$ cat config.mk
export PLATFORM = sky130hd
export DESIGN_NAME = alu_op_sequencer
export DESIGN_NICKNAME = d
export VERILOG_FILES = /design/src/rtl/alu_op_sequencer.sv
export SDC_FILE = /design/constraint.sdc
export NUM_CORES = 1
export LEC_CHECK = 0
export ABC_AREA = 1
export ABC_CLOCK_PERIOD_IN_PS = 2700
export BUFFER_PORTS_ARGS = -buffer_cell sky130_fd_sc_hd__buf_2
export CAP_MARGIN = 10
export CELL_PAD_IN_SITES_DETAIL_PLACEMENT = 1
export CELL_PAD_IN_SITES_GLOBAL_PLACEMENT = 1
export CORE_MARGIN = 2
export CORE_UTILIZATION = 30
export CTS_BUF_LIST = sky130_fd_sc_hd__clkbuf_16
export CTS_CLUSTER_DIAMETER = 50
export CTS_CLUSTER_SIZE = 10
export DETAILED_ROUTE_END_ITERATION = 10
export PLACE_DENSITY_LB_ADDON = 0.1
export SLEW_MARGIN = 15
export SYNTH_ARGS = -nofsm -noshare
export SYNTH_HDL_FRONTEND = slang
export SYNTH_SLANG_ARGS = --single-unit
export TNS_END_PERCENT = 100
$ cat constraint.sdc
create_clock -name clk -period 2.7 [get_ports clk]
set_clock_uncertainty 0.1 [all_clocks]
set_input_delay 0.27 -clock clk [delete_from_list [all_inputs] [get_ports clk]]
set_output_delay 0.27 -clock clk [all_outputs]
set_load 0.02 [all_outputs]
$ cat src/rtl/alu_op_sequencer.sv
`default_nettype none
// ============================================================================
//  Module   : alu_op_sequencer
//  Purpose  : Run controller for a Hack-style ALU and its operand memories.
//             Preloads the operand memories, steps through a small op
//             program, captures each ALU result and tallies result mismatches.
//  Revision : 1.0  initial release
// ============================================================================
module alu_op_sequencer #(
    parameter int PROG_DEPTH = 16,
    parameter int DATA_W     = 16,
    parameter int ADDR_W     = 5,
    localparam int PW        = $clog2(PROG_DEPTH)
) (
    input  logic              clk,
    input  logic              rst,
    input  logic              prog_we,
    input  logic [PW-1:0]     prog_addr,
    input  logic [31:0]       prog_data,
    input  logic              start,
    input  logic [PW:0]       op_count,
    output logic              initialise,
    output logic [ADDR_W-1:0] address_a,
    output logic [ADDR_W-1:0] address_b,
    output logic              zx,
    output logic              nx,
    output logic              zy,
    output logic              ny,
    output logic              f,
    output logic              no,
    input  logic [DATA_W-1:0] alu_result,
    input  logic              alu_zr,
    input  logic              alu_ng,
    output logic              busy,
    output logic              done,
    output logic [DATA_W-1:0] last_result,
    output logic              last_zr,
    output logic              last_ng,
    output logic [PW:0]       err_count,
    output logic [PW:0]       first_err_idx
);

    localparam logic [2:0] c_IDLE  = 3'd0;
    localparam logic [2:0] c_INIT  = 3'd1;
    localparam logic [2:0] c_FETCH = 3'd2;
    localparam logic [2:0] c_EXEC  = 3'd3;
    localparam logic [2:0] c_CHECK = 3'd4;
    localparam logic [2:0] c_DONE  = 3'd5;

    localparam logic [PW:0] c_DEPTH = (PW+1)'(PROG_DEPTH);
    localparam logic [PW:0] c_NONE  = '1;

    logic [2:0]        r_state;
    logic [PW:0]       r_count;
    logic [PW:0]       r_idx;
    logic [31:0]       r_op;
    logic [DATA_W-1:0] r_last_result;
    logic              r_last_zr;
    logic              r_last_ng;
    logic [PW:0]       r_err_count;
    logic [PW:0]       r_first_err_idx;
    logic [31:0]       r_prog [PROG_DEPTH];

    logic [PW:0]       w_sat_count;
    logic [PW:0]       w_idx_next;
    logic              w_mismatch;

    assign w_sat_count = (op_count > c_DEPTH) ? c_DEPTH : op_count;
    assign w_idx_next  = r_idx + 1'b1;
    assign w_mismatch  = (r_last_result != r_op[31:16]);

    // Program store is intentionally outside the reset domain so a reset keeps it.
    always_ff @(posedge clk) begin
        if (prog_we && (r_state == c_IDLE)) begin
            r_prog[prog_addr] <= prog_data;
        end
    end

    always_ff @(posedge clk) begin
        if (rst) begin
            r_state         <= c_IDLE;
            r_count         <= '0;
            r_idx           <= '0;
            r_op            <= '0;
            r_last_result   <= '0;
            r_last_zr       <= 1'b0;
            r_last_ng       <= 1'b0;
            r_err_count     <= '0;
            r_first_err_idx <= c_NONE;
        end else begin
            case (r_state)
                c_IDLE: begin
                    if (start) begin
                        r_count         <= w_sat_count;
                        r_idx           <= '0;
                        r_err_count     <= '0;
                        r_first_err_idx <= c_NONE;
                        r_state         <= (w_sat_count == '0) ? c_DONE : c_INIT;
                    end
                end
                c_INIT: begin
                    r_state <= c_FETCH;
                end
                c_FETCH: begin
                    r_op    <= r_prog[r_idx[PW-1:0]];
                    r_state <= c_EXEC;
                end
                c_EXEC: begin
                    r_last_result <= alu_result;
                    r_last_zr     <= alu_zr;
                    r_last_ng     <= alu_ng;
                    r_state       <= c_CHECK;
                end
                c_CHECK: begin
                    if (w_mismatch) begin
                        r_err_count <= r_err_count + 1'b1;
                        if (r_first_err_idx == c_NONE) begin
                            r_first_err_idx <= r_idx;
                        end
                    end
                    r_idx   <= w_idx_next;
                    r_state <= (w_idx_next == r_count) ? c_DONE : c_FETCH;
                end
                c_DONE: begin
                    r_state <= c_IDLE;
                end
                default: begin
                    r_state <= c_IDLE;
                end
            endcase
        end
    end

    // The op register holds the last issued op, so the ALU inputs stay stable between ops.
    assign address_a     = r_op[15:11];
    assign address_b     = r_op[10:6];
    assign zx            = r_op[5];
    assign nx            = r_op[4];
    assign zy            = r_op[3];
    assign ny            = r_op[2];
    assign f             = r_op[1];
    assign no            = r_op[0];

    assign initialise    = (r_state == c_INIT);
    assign busy          = (r_state != c_IDLE);
    assign done          = (r_state == c_DONE);
    assign last_result   = r_last_result;
    assign last_zr       = r_last_zr;
    assign last_ng       = r_last_ng;
    assign err_count     = r_err_count;
    assign first_err_idx = r_first_err_idx;

endmodule
`default_nettype wire

==> qor.txt <==
Status - completed
Met2 WL - 36310 microns
Leak - 10.41 nW
Final Cell Area - 29500 sq um
Post-DP Area - 25880 sq um
GRT Overall Usage - 19.13%
Worst Reg-to-Reg Cells - 10
# clock sinks - 585
Max VDD drop - 0.0004558 V
Vias in the first global route - 17045
Drt pass-1 iters - 5
Cell Chain, Critical Path - inv_1 -> nand2_1 -> nand2_1 -> nor2_1 -> nand2_1 -> nor2_1 -> nand3_1 -> nand2_1 -> nand2_1 -> nand3_1
#FFs+latches synth - 585
Drt first-iter violations - 1057
Max Slew Vio Count - 0
CTS H-tree lvls - 3
Largest net degree at the start of global routing - 66
DR WL/cell - 23.27 microns
Net Count, Synth - 2058
CTS Buf Count - 88
Ranking of synthesized cells by area - edfxtp_1 (65%), nor2_1 (7.6%), dfxtp_1 (6.2%)
Syn Std Cell Area - 23540 sq um
First-pass GRT wire length - 114700 microns
Final HPWL DP - 45750 microns
Top layer in use - met4
WP data arrival - 2.74 ns
Wl on met1 - 36310 microns
Hold Path Class - in2reg
Required @ worst endpoint - 3.16 ns
Sequential cell area fraction in the yosys report - 71.53%
Yosys warning count - 0
Final wirelength - 77190 microns
Rows - 102
Reg-to-reg startpoint - r_op[31]
Root Buffer - clkbuf_16
Area growth from synthesis to final layout - 25.33%
Post-synth top area share - 65.32%
WS Path Type - reg2reg
Worst-Margin Slew - 0.8055 ns
Clock buffer depth - 3
Crit-path max FO - 13
Critical Path Most Common Cell - nand2_1
Initial antenna violation count - 2
Core Area - 77590 sq um
Slew HR - 46.24%
Capture point of the critical path - first_err_idx[3]
Critical Path Start - r_op[31]
R2R Path End - first_err_idx[3]
GP Congestion - 0.7470
Layout cell share with drive strength beyond 1 - 16.34%
Antenna viol nets, final - 0
Slowest CP cell - dfxtp_1
IO Port Bufs - 109
RSZ-0062 raised after global routing - no
Top-Level Pins - 110
Final nets - 2269
PD cells - 787.9 nW/um^2
Initial core utilization - 30.33%
Post-layout min period - 2.285 ns
Die area - 80720 sq um
Final setup viols - 0
F_max - 0.4377 GHz
Vias/cell - 4.897
Crit path launch type - flop
TritonCTS clock tree - yes
Final hold slack - 0.03145 ns
Vias - 16245
Routed wl met3 - 2736 microns
Max_cap viols - 0
Die Ht - 284.1 microns
Area leader, netlist - edfxtp_1
Largest stage delay on the critical path - 0.55 ns
R2R Setup Slk - 0.42 ns
# fillers - 8328
Mean area per synthesized cell - 11.81 sq um
Clock-pin slew on the worst setup and hold paths - 0.06 ns
CP endpoint kind - flop
Gr ovfl total - 0
Netlist cell types - 31
Clk_lat worst skew - 0.64 ns
Mapped Cells - 1993
Final hold vios - 0
Min-delay src - prog_data[28]
Tcrit/Tclk final - 84.62%
DRC violations left - 0
Die X - 284.1 microns
layout make-up:
type	count	area, sq um	share of cell area (%)
sequential	585	16840	57.09
multi-input combinational	1193	5776	19.58
clock buffer	91	2277	7.719
timing repair buffer	256	2217	7.515
tap	1040	1301	4.411
clock inverter	71	774.5	2.625
inverter	80	310.3	1.052
antenna	1	2.502	0.008482
cells in the mapped netlist:
master	instances
buf_2	47
inv_1	74
dfxtp_1	73
xnor2_1	6
clkbuf_1	53
buf_4	13
xor2_1	6
a21oi_2	1
inv_4	1
nor2_1	477
nor3_1	1
o21ai_0	170
nand3_1	126
nor2_4	3
buf_6	15
or2_2	3
edfxtp_1	512
nand2_2	2
clkinv_1	2
a211oi_1	2
a31oi_1	1
buf_1	6
and3_1	1
o21ai_1	108
inv_2	3
buf_12	1
ha_1	2
a21oi_1	41
nand2_1	112
o211ai_1	129
nand4_1	2
worst max-delay path: cells and delay by family, from the launching register on:
family	cells	cell delay, ns
buffers and inverters	1	0.16
flip-flops	1	0.55
AND/OR/NAND/NOR	9	1.39
logic make-up (layout without fill, tap and decap cells):
kind of cell | after synthesis | after routing | share of synthesized area [%]
fa+ha+maj | 2 | 2 | 0.1063
buf+inv | 215 | 498 | 4.444
other cells | 0 | 1 | 0
xor+xnor | 12 | 12 | 0.4465
simple gates | 727 | 727 | 12.45
compound gates | 452 | 452 | 11.02
flops | 585 | 585 | 71.53
per-layer routing:
layer  vias up  global-route usage (%)
li1       7563                       -
met1      8243                   26.33
met2       325                   31.50
met3       114                   2.937
met4         0                   5.000
met5         -                       0
repair_timing:
item	CTS	global route
endpoints found under the hold margin	479	0
hold buffers	57	0
gates resized for setup	0	0
buffers inserted	0	0
where the power goes:
part           total (mW)  switching (mW)  leakage [nW]  internal (mW)
Combinational        1.27           0.871          3.67          0.399
Sequential           10.2           0.117          5.21           10.0
Clock                11.8            4.33          1.53           7.48
cells in the final DEF, fill, tap and decap left out, types with 89 or more instances in the layout:
cell type	instances
o211ai_1	129
buf_2	109
clkbuf_16	91
o21ai_1	108
nand2_1	112
inv_1	89
edfxtp_1	512
nand3_1	126
nor2_1	461
o21ai_0	170
worst min-delay path by stage:
stage                           to  depth (start not counted)
global route        r_prog[14][25]                          1
floorplan             r_prog[0][0]                          0
finish              r_prog[14][28]                          1
detailed placement         last_ng                          2
CTS                 r_prog[14][25]                          1
global placement           last_ng                          2
sequential cells by signal, indices dropped and copies added (netlist names):
| signal | flops |
|---|---|
| err_count | 5 |
| first_err_idx | 5 |
| last_ng | 1 |
| last_result | 16 |
| last_zr | 1 |
| r_count | 5 |
| r_idx | 5 |
| r_op | 32 |
| r_prog | 512 |
| r_state | 3 |
metrics by stage:
step           power [mW]  setup WS, ns  util, %  std cells  setup TNS [ns]
2_1_floorplan       10.95       -0.1769        -       1993          -90.58
3_3_place_gp        11.56        0.3973    33.35       3097               0
3_5_place_dp        11.58        0.3930    33.35       3097               0
4_1_cts             23.58        0.3689    38.02       3316               0
5_1_grt             24.06        0.1621    38.02       3316               0
6_report            23.24        0.4151    38.02       3317               0
(Power assumes the default switching activity.)
